## config.mk

```make
export PLATFORM = sky130hd
export DESIGN_NAME = traffic_intersection_ctrl
export DESIGN_NICKNAME = d
export VERILOG_FILES = /design/src/rtl/traffic_pkg.sv /design/src/rtl/traffic_phase_arbiter.sv /design/src/rtl/traffic_intersection_ctrl.sv
export SDC_FILE = /design/constraint.sdc
export NUM_CORES = 1
export LEC_CHECK = 0
export BUFFER_PORTS_ARGS = -buffer_cell sky130_fd_sc_hd__buf_2
export CORE_ASPECT_RATIO = 0.7
export CORE_MARGIN = 1.5
export CORE_UTILIZATION = 60
export CTS_BUF_LIST = sky130_fd_sc_hd__clkbuf_2 sky130_fd_sc_hd__clkbuf_4 sky130_fd_sc_hd__clkbuf_8
export DETAILED_ROUTE_END_ITERATION = 7
export PLACE_DENSITY_LB_ADDON = 0.1
export SYNTH_ARGS = -nofsm -noshare
export SYNTH_HDL_FRONTEND = slang
export SYNTH_SLANG_ARGS = --single-unit
```

## constraint.sdc

```tcl
create_clock -name clk -period 3.6 [get_ports clk]
set_input_delay 0.36 -clock clk [delete_from_list [all_inputs] [get_ports clk]]
set_output_delay 0.36 -clock clk [all_outputs]
set_load 0.05 [all_outputs]
```

## src/rtl/traffic_pkg.sv

```systemverilog
// traffic_pkg: shared FSM state encoding and lamp codes for the intersection controller.
package traffic_pkg;

  // Controller states; code 2'b11 is unused and treated as illegal.
  typedef enum logic [1:0] {
    ALL_RED = 2'b00,
    GREEN   = 2'b01,
    YELLOW  = 2'b10
  } state_t;

  // Per-phase lamp triplet {R,Y,G}, always one-hot.
  localparam logic [2:0] LAMP_RED = 3'b100;
  localparam logic [2:0] LAMP_YEL = 3'b010;
  localparam logic [2:0] LAMP_GRN = 3'b001;

endpackage

```

## src/rtl/traffic_phase_arbiter.sv

```systemverilog
// traffic_phase_arbiter: combinational round-robin picker for the next GREEN phase.
// Searches from the phase after cur_idx; the current phase itself is the last candidate.
// With no demand anywhere it falls back to plain rotation (cur_idx + 1).
module traffic_phase_arbiter #(
  parameter int NUM_PHASES = 4,
  localparam int PH_W      = $clog2(NUM_PHASES)
) (
  input  logic [NUM_PHASES-1:0] demand,
  input  logic [PH_W-1:0]       cur_idx,
  output logic [PH_W-1:0]       next_idx
);

  int              cand;
  logic            found;
  logic [PH_W-1:0] cand_idx;

  // Walk the ring starting one past the current owner and keep the first requester.
  always_comb begin
    cand = int'(cur_idx) + 1;
    if (cand >= NUM_PHASES) cand = cand - NUM_PHASES;
    next_idx = PH_W'(cand);
    found    = 1'b0;
    cand_idx = '0;
    for (int off = 1; off <= NUM_PHASES; off++) begin
      cand = int'(cur_idx) + off;
      if (cand >= NUM_PHASES) cand = cand - NUM_PHASES;
      cand_idx = PH_W'(cand);
      if (!found && demand[cand_idx]) begin
        found    = 1'b1;
        next_idx = cand_idx;
      end
    end
  end

endmodule

```

## src/rtl/traffic_intersection_ctrl.sv

```systemverilog
// traffic_intersection_ctrl: multi-phase intersection controller.
// One phase at a time runs GREEN->YELLOW and every handover passes through ALL_RED.
// Dwell timing advances only on tick_en strobes; vehicle demand lets idle phases be skipped.
// Optional pedestrian WALK support is compiled in by defining PED_WALK_EN.
module traffic_intersection_ctrl
  import traffic_pkg::*;
#(
  parameter int NUM_PHASES   = 4,
  parameter int CNT_W        = 8,
  parameter int GREEN_TICKS  = 5,
  parameter int YELLOW_TICKS = 3,
  parameter int ALLRED_TICKS = 1,
  localparam int PH_W        = $clog2(NUM_PHASES)
) (
  input  logic                    clk,
  input  logic                    reset_n,
  input  logic                    tick_en,
  input  logic [NUM_PHASES-1:0]   veh_req,
  output logic [3*NUM_PHASES-1:0] lights,
  output logic [PH_W-1:0]         active_phase,
  output logic [1:0]              state_o,
  output logic                    phase_start
`ifdef PED_WALK_EN
  ,
  input  logic [NUM_PHASES-1:0]   ped_req,
  output logic [NUM_PHASES-1:0]   walk
`endif
);

  state_t                state_q, state_d;
  logic [CNT_W-1:0]      cnt_q, cnt_d;
  logic [CNT_W-1:0]      dur_m1;
  logic [PH_W-1:0]       active_q, active_d;
  logic [PH_W-1:0]       next_phase;
  logic [NUM_PHASES-1:0] dem_q, dem_d;
  logic [NUM_PHASES-1:0] demand_all;
  logic [NUM_PHASES-1:0] entry_mask;
  logic                  start_q;
  logic                  enter_green;
  logic                  enter_yellow;

  traffic_phase_arbiter #(
    .NUM_PHASES (NUM_PHASES)
  ) u_arbiter (
    .demand   (demand_all),
    .cur_idx  (active_q),
    .next_idx (next_phase)
  );

  // State register, dwell counter, demand latches and the GREEN-entry pulse.
  always_ff @(posedge clk) begin
    if (!reset_n) begin
      state_q  <= ALL_RED;
      cnt_q    <= '0;
      active_q <= PH_W'(NUM_PHASES - 1);
      dem_q    <= '0;
      start_q  <= 1'b0;
    end else begin
      state_q  <= state_d;
      cnt_q    <= cnt_d;
      active_q <= active_d;
      dem_q    <= dem_d;
      start_q  <= enter_green;
    end
  end

  // Dwell length of the current state, expressed as the final counter value.
  always_comb begin
    dur_m1 = '0;
    case (state_q)
      ALL_RED: dur_m1 = CNT_W'(ALLRED_TICKS - 1);
      GREEN:   dur_m1 = CNT_W'(GREEN_TICKS - 1);
      YELLOW:  dur_m1 = CNT_W'(YELLOW_TICKS - 1);
      default: dur_m1 = '0;
    endcase
  end

  // Next-state logic: advance on a tick, transition when the dwell expires.
  always_comb begin
    state_d      = state_q;
    cnt_d        = cnt_q;
    active_d     = active_q;
    enter_green  = 1'b0;
    enter_yellow = 1'b0;
    case (state_q)
      ALL_RED, GREEN, YELLOW: begin
        if (tick_en) begin
          if (cnt_q == dur_m1) begin
            cnt_d = '0;
            case (state_q)
              ALL_RED: begin
                state_d     = GREEN;
                active_d    = next_phase;
                enter_green = 1'b1;
              end
              GREEN: begin
                state_d      = YELLOW;
                enter_yellow = 1'b1;
              end
              default: state_d = ALL_RED;
            endcase
          end else begin
            cnt_d = cnt_q + CNT_W'(1);
          end
        end
      end
      default: begin
        state_d = ALL_RED;
        cnt_d   = '0;
      end
    endcase
  end

  // Demand latches collect requests; the phase entering GREEN has its latch cleared (clear wins).
  always_comb begin
    entry_mask = '0;
    for (int p = 0; p < NUM_PHASES; p++) begin
      entry_mask[p] = enter_green && (next_phase == PH_W'(p));
    end
    dem_d = (dem_q | veh_req) & ~entry_mask;
  end

`ifdef PED_WALK_EN
  logic [NUM_PHASES-1:0] ped_q, ped_d;
  logic [NUM_PHASES-1:0] walk_q, walk_d;

  // Pedestrian latches and WALK lamps, cleared together with the vehicle state on reset.
  always_ff @(posedge clk) begin
    if (!reset_n) begin
      ped_q  <= '0;
      walk_q <= '0;
    end else begin
      ped_q  <= ped_d;
      walk_q <= walk_d;
    end
  end

  // WALK is granted on GREEN entry of a phase with a pending push and held until GREEN ends.
  always_comb begin
    ped_d  = (ped_q | ped_req) & ~entry_mask;
    walk_d = '0;
    if (state_d == GREEN) begin
      walk_d = enter_green ? (entry_mask & ped_q) : walk_q;
    end
  end

  assign demand_all = dem_q | ped_q;
  assign walk       = walk_q;
`else
  assign demand_all = dem_q;
`endif

  // Lamp decode: only the owning phase may show green or yellow; illegal states show all red.
  always_comb begin
    lights = {NUM_PHASES{LAMP_RED}};
    for (int p = 0; p < NUM_PHASES; p++) begin
      if (active_q == PH_W'(p)) begin
        case (state_q)
          GREEN:   lights[3*p +: 3] = LAMP_GRN;
          YELLOW:  lights[3*p +: 3] = LAMP_YEL;
          default: lights[3*p +: 3] = LAMP_RED;
        endcase
      end
    end
  end

  assign active_phase = active_q;
  assign state_o      = state_q;
  assign phase_start  = start_q;

endmodule
```

==> load_flow_metrics.sql <==
INSERT INTO impl_metrics (metric_group, metric, value, unit) VALUES
('outcome', 'status', 'finished, final reports clean', ''),
('critical_path', 'rr_worst_depth', '8', ''),
('global_routing', 'grt_antenna_before_repair', '0', ''),
('timing', 'maxSlewViolCount', '0', ''),
('cts', 'post_cts_setup_buffers', '0', ''),
('cts', 'clk_pin_slew', '0.10', 'ns'),
('logic_synthesis', 'number_of_nets_produced_by_synthesis', '146', ''),
('global_routing', 'largest_net_degree_at_the_start_of_global_routing', '15', ''),
('global_routing', 'grt_first_pass_wirelength', '3.788', 'mm'),
('critical_path', 'reg2reg_slack', '1.35', 'ns'),
('cts', 'tritoncts', 'built', ''),
('power', 'power-per-cell-area', '543.2', 'nW/um^2'),
('logic_synthesis', 'synth_cells', '129', ''),
('logic_synthesis', 'synth_compound_gate_area_share', '0.1129', ''),
('timing', 'report.final.setup_viol', '0', ''),
('worst_hold_path', 'hold_path.class', 'input port to flop', ''),
('cts', 'quantity_of_hold_fixing_buffers_added_after_cts', '0', ''),
('logic_synthesis', 'netlist-cell-type-count', '41', ''),
('cts', 'clock_tree.htree_level_count', '1', ''),
('logic_synthesis', 'area_share_of_and_or_nand_nor_cells_after_synthesis', '0.2484', ''),
('die', 'die_w', '55.64', 'um'),
('timing', 'min_period', '2.250', 'ns'),
('cts', 'cts-buffers-inserted', '3', ''),
('drt', 'drc_errors', '0', ''),
('global_routing', 'first_global_vias', '838', ''),
('power', 'ir_drop', '0.3906', 'mV'),
('timing', 'layout_setup_ws', '1.350', 'ns'),
('drt', 'totalWireLength', '2.351', 'mm'),
('cts', 'clock_root_buffer', 'sky130_fd_sc_hd__clkbuf_4', ''),
('logic_synthesis', 'synth.mux.area_fraction', '0.1280', ''),
('drt', 'route.detailed.vias_per_inst', '5.720', ''),
('drt', 'first_iter_violations', '26', ''),
('logic_synthesis', 'synth_top_flop_cell', 'sky130_fd_sc_hd__dfxtp_1', ''),
('logic_synthesis', 'synth_top_family_by_area', 'simple AND/OR/NAND/NOR gates', ''),
('timing', 'final-hold-violation-count', '0', ''),
('final_layout', 'fillCellCount', '147', ''),
('timing', 'final_worst_path_period_share', '0.6250', ''),
('final_layout', 'flow.area_growth_from_synthesis', '13.55', '%'),
('die', 'die_h', '39.85', 'um'),
('logic_synthesis', 'netlist_area', '1164', 'um^2'),
('critical_path', 'crit-reg2reg-capture', 'dem_q[3]$_SDFF_PN0_', ''),
('cts', 'cts_sinks', '17', ''),
('place', 'place_worst_setup_slack', '1.374', 'ns'),
('global_routing', 'grt.total_usage', '0.2277', ''),
('logic_synthesis', 'ys_warn_count', '0', ''),
('logic_synthesis', 'yosys.area_share.xor_xnor', '0.07419', ''),
('place', 'place_congestion', '0.7928', ''),
('critical_path', 'worstSetupPathType', 'flop to flop', ''),
('critical_path', 'worst-endpoint-required', '3.78', 'ns'),
('drt', 'antenna_violating_nets_post_route', '0', ''),
('timing', 'grt_setup_unrepaired', 'false', ''),
('timing', 'worst_slew_margin_rel', '0.6985', ''),
('timing', 'fin_tns_setup', '0', 'ns'),
('critical_path', 'crit_start_category', 'flop', ''),
('logic_synthesis', 'async_flop_share', '0', ''),
('flow_run', 'maxCapViolations', '0', ''),
('critical_path', 'arrival_time_of_the_worst_setup_path', '2.43', 'ns'),
('critical_path', 'r2r-start', 'active_phase[0]$_SDFFE_PN1P_', ''),
('global_routing', 'overall_overflow_remaining_after_global_route', '0', ''),
('drt', 'wl_per_cell', '13.43', 'um'),
('critical_path', 'crit_fanout', '14', ''),
('critical_path', 'critical_path.endpoint_type', 'flop', ''),
('drt', 'drtPass1Iterations', '4', ''),
('drt', 'detailroute.via_count', '1001', ''),
('worst_hold_path', 'worstHoldPathCells', '2', ''),
('die', 'std_cell_rows', '13', ''),
('cts', 'post_cts.resized_instances', '0', ''),
('logic_synthesis', 'synthAdderAreaFrac', '0.1075', ''),
('power', 'p_leak', '0.6299', 'nW'),
('place', 'detailed_place_hpwl', '1.844', 'mm'),
('final_layout', 'insertedDiodeCount', '0', '');
registers in the layout, indices dropped and copies added (netlist names):
register	flops
active_phase	2
cnt_q	8
phase_start	1
dem_q	4
state_o	2
per-stage QoR:
| step | instances | utilization | power [mW] | area, um^2 | hold slack [ns] |
|---|---|---|---|---|---|
| floorplan | 129 | - | 0.5412 | 1164 | 0.4318 |
| global placement | 171 | 0.7039 | 0.6055 | 1294 | 0.5371 |
| detailed placement | 171 | 0.7039 | 0.6169 | 1294 | 0.5639 |
| CTS | 175 | 0.7189 | 0.7189 | 1321 | 0.2947 |
| global route | 175 | 0.7189 | 0.7650 | 1321 | 0.2974 |
| finish | 175 | 0.7189 | 0.7177 | 1321 | 0.2972 |
area by class of cell:
cell class | count | area (um^2) | share of cell area
Inverter | 6 | 22.52 | 0.01705
Tap cell | 22 | 27.53 | 0.02083
Clock buffer | 3 | 22.52 | 0.01705
Sequential cell | 17 | 340.3 | 0.2576
Clock inverter | 1 | 5.005 | 0.003788
Timing Repair Buffer | 24 | 122.6 | 0.09280
Multi-Input combinational cell | 102 | 780.7 | 0.5909
cells by family after synthesis:
group | Yosys count
flops | 17
buf+inv | 10
compound gates | 19
simple gates | 52
fa+ha+maj | 10
xor+xnor | 9
mux | 12
synthesized netlist by cell type, types with 2 or more instances:
library cell,number,share of area
sky130_fd_sc_hd__clkbuf_1,2,0.0065
sky130_fd_sc_hd__nand3_1,3,0.013
sky130_fd_sc_hd__o21ai_0,4,0.017
sky130_fd_sc_hd__nor3b_1,2,0.013
sky130_fd_sc_hd__nand4_1,3,0.016
sky130_fd_sc_hd__mux4_2,2,0.039
sky130_fd_sc_hd__nor4_1,3,0.016
sky130_fd_sc_hd__dfxtp_1,17,0.29
sky130_fd_sc_hd__a21oi_1,5,0.022
sky130_fd_sc_hd__ha_1,10,0.11
sky130_fd_sc_hd__nor2_1,12,0.039
sky130_fd_sc_hd__and2_1,8,0.043
sky130_fd_sc_hd__inv_1,6,0.019
sky130_fd_sc_hd__mux2i_1,7,0.060
sky130_fd_sc_hd__o211a_1,2,0.017
sky130_fd_sc_hd__xor2_1,5,0.038
sky130_fd_sc_hd__mux2_2,2,0.019
sky130_fd_sc_hd__nand2_1,9,0.029
sky130_fd_sc_hd__nand2b_1,3,0.016
sky130_fd_sc_hd__xnor2_1,3,0.023
where the power goes:
| group | switching (mW) | internal [mW] |
|---|---|---|
| registers | 0.0305 | 0.209 |
| logic | 0.235 | 0.142 |
| clock network | 0.0607 | 0.0414 |
| total | 0.326 | 0.392 |
cell usage in the layout (no fill, tap or decap), types with 4 or more instances in the layout:
cell / instances
sky130_fd_sc_hd__buf_2: 23
sky130_fd_sc_hd__dfxtp_1: 17
sky130_fd_sc_hd__nor2_1: 12
sky130_fd_sc_hd__ha_1: 10
sky130_fd_sc_hd__nand2_1: 9
sky130_fd_sc_hd__and2_1: 8
sky130_fd_sc_hd__mux2i_1: 7
sky130_fd_sc_hd__inv_1: 6
sky130_fd_sc_hd__xor2_1: 5
sky130_fd_sc_hd__a21oi_1: 5
sky130_fd_sc_hd__o21ai_0: 4
metal layers:
| metal | share of wire | vias to the layer above | global-route usage |
|---|---|---|---|
| met3 | 0.068 | 0 | 0.08251 |
| met5 | 0 | - | 0 |
| met4 | 0 | 0 | 0.01829 |
| li1 | - | 505 | - |
| met1 | 0.52 | 465 | 0.3176 |
| met2 | 0.41 | 31 | 0.3482 |
critical path: stages (launching register included):
cell and delay [ns]:
sky130_fd_sc_hd__dfxtp_1 0.32, sky130_fd_sc_hd__buf_4 0.21, sky130_fd_sc_hd__inv_1 0.12, sky130_fd_sc_hd__ha_1 0.45, sky130_fd_sc_hd__mux4_2 0.24, sky130_fd_sc_hd__o211a_1 0.17
sky130_fd_sc_hd__nor4_1 0.06, sky130_fd_sc_hd__nor4_1 0.43, sky130_fd_sc_hd__a21oi_1 0.14
how the worst max path moves through the flow:
stage                                 startpoint                      endpoint  slack, ns  cells past startpoint
floorplan           active_phase[0]$_SDFFE_PN1P_  active_phase[0]$_SDFFE_PN1P_       0.90                      9
global placement    active_phase[0]$_SDFFE_PN1P_  active_phase[0]$_SDFFE_PN1P_       1.45                      8
detailed placement  active_phase[1]$_SDFFE_PN1P_  active_phase[0]$_SDFFE_PN1P_       1.37                      7
CTS                 active_phase[0]$_SDFFE_PN1P_  active_phase[0]$_SDFFE_PN1P_       1.36                      8
global route        active_phase[0]$_SDFFE_PN1P_  active_phase[0]$_SDFFE_PN1P_       1.15                      8
finish              active_phase[0]$_SDFFE_PN1P_           dem_q[3]$_SDFF_PN0_       1.35                      8
Power figures use the tool's default switching activity.
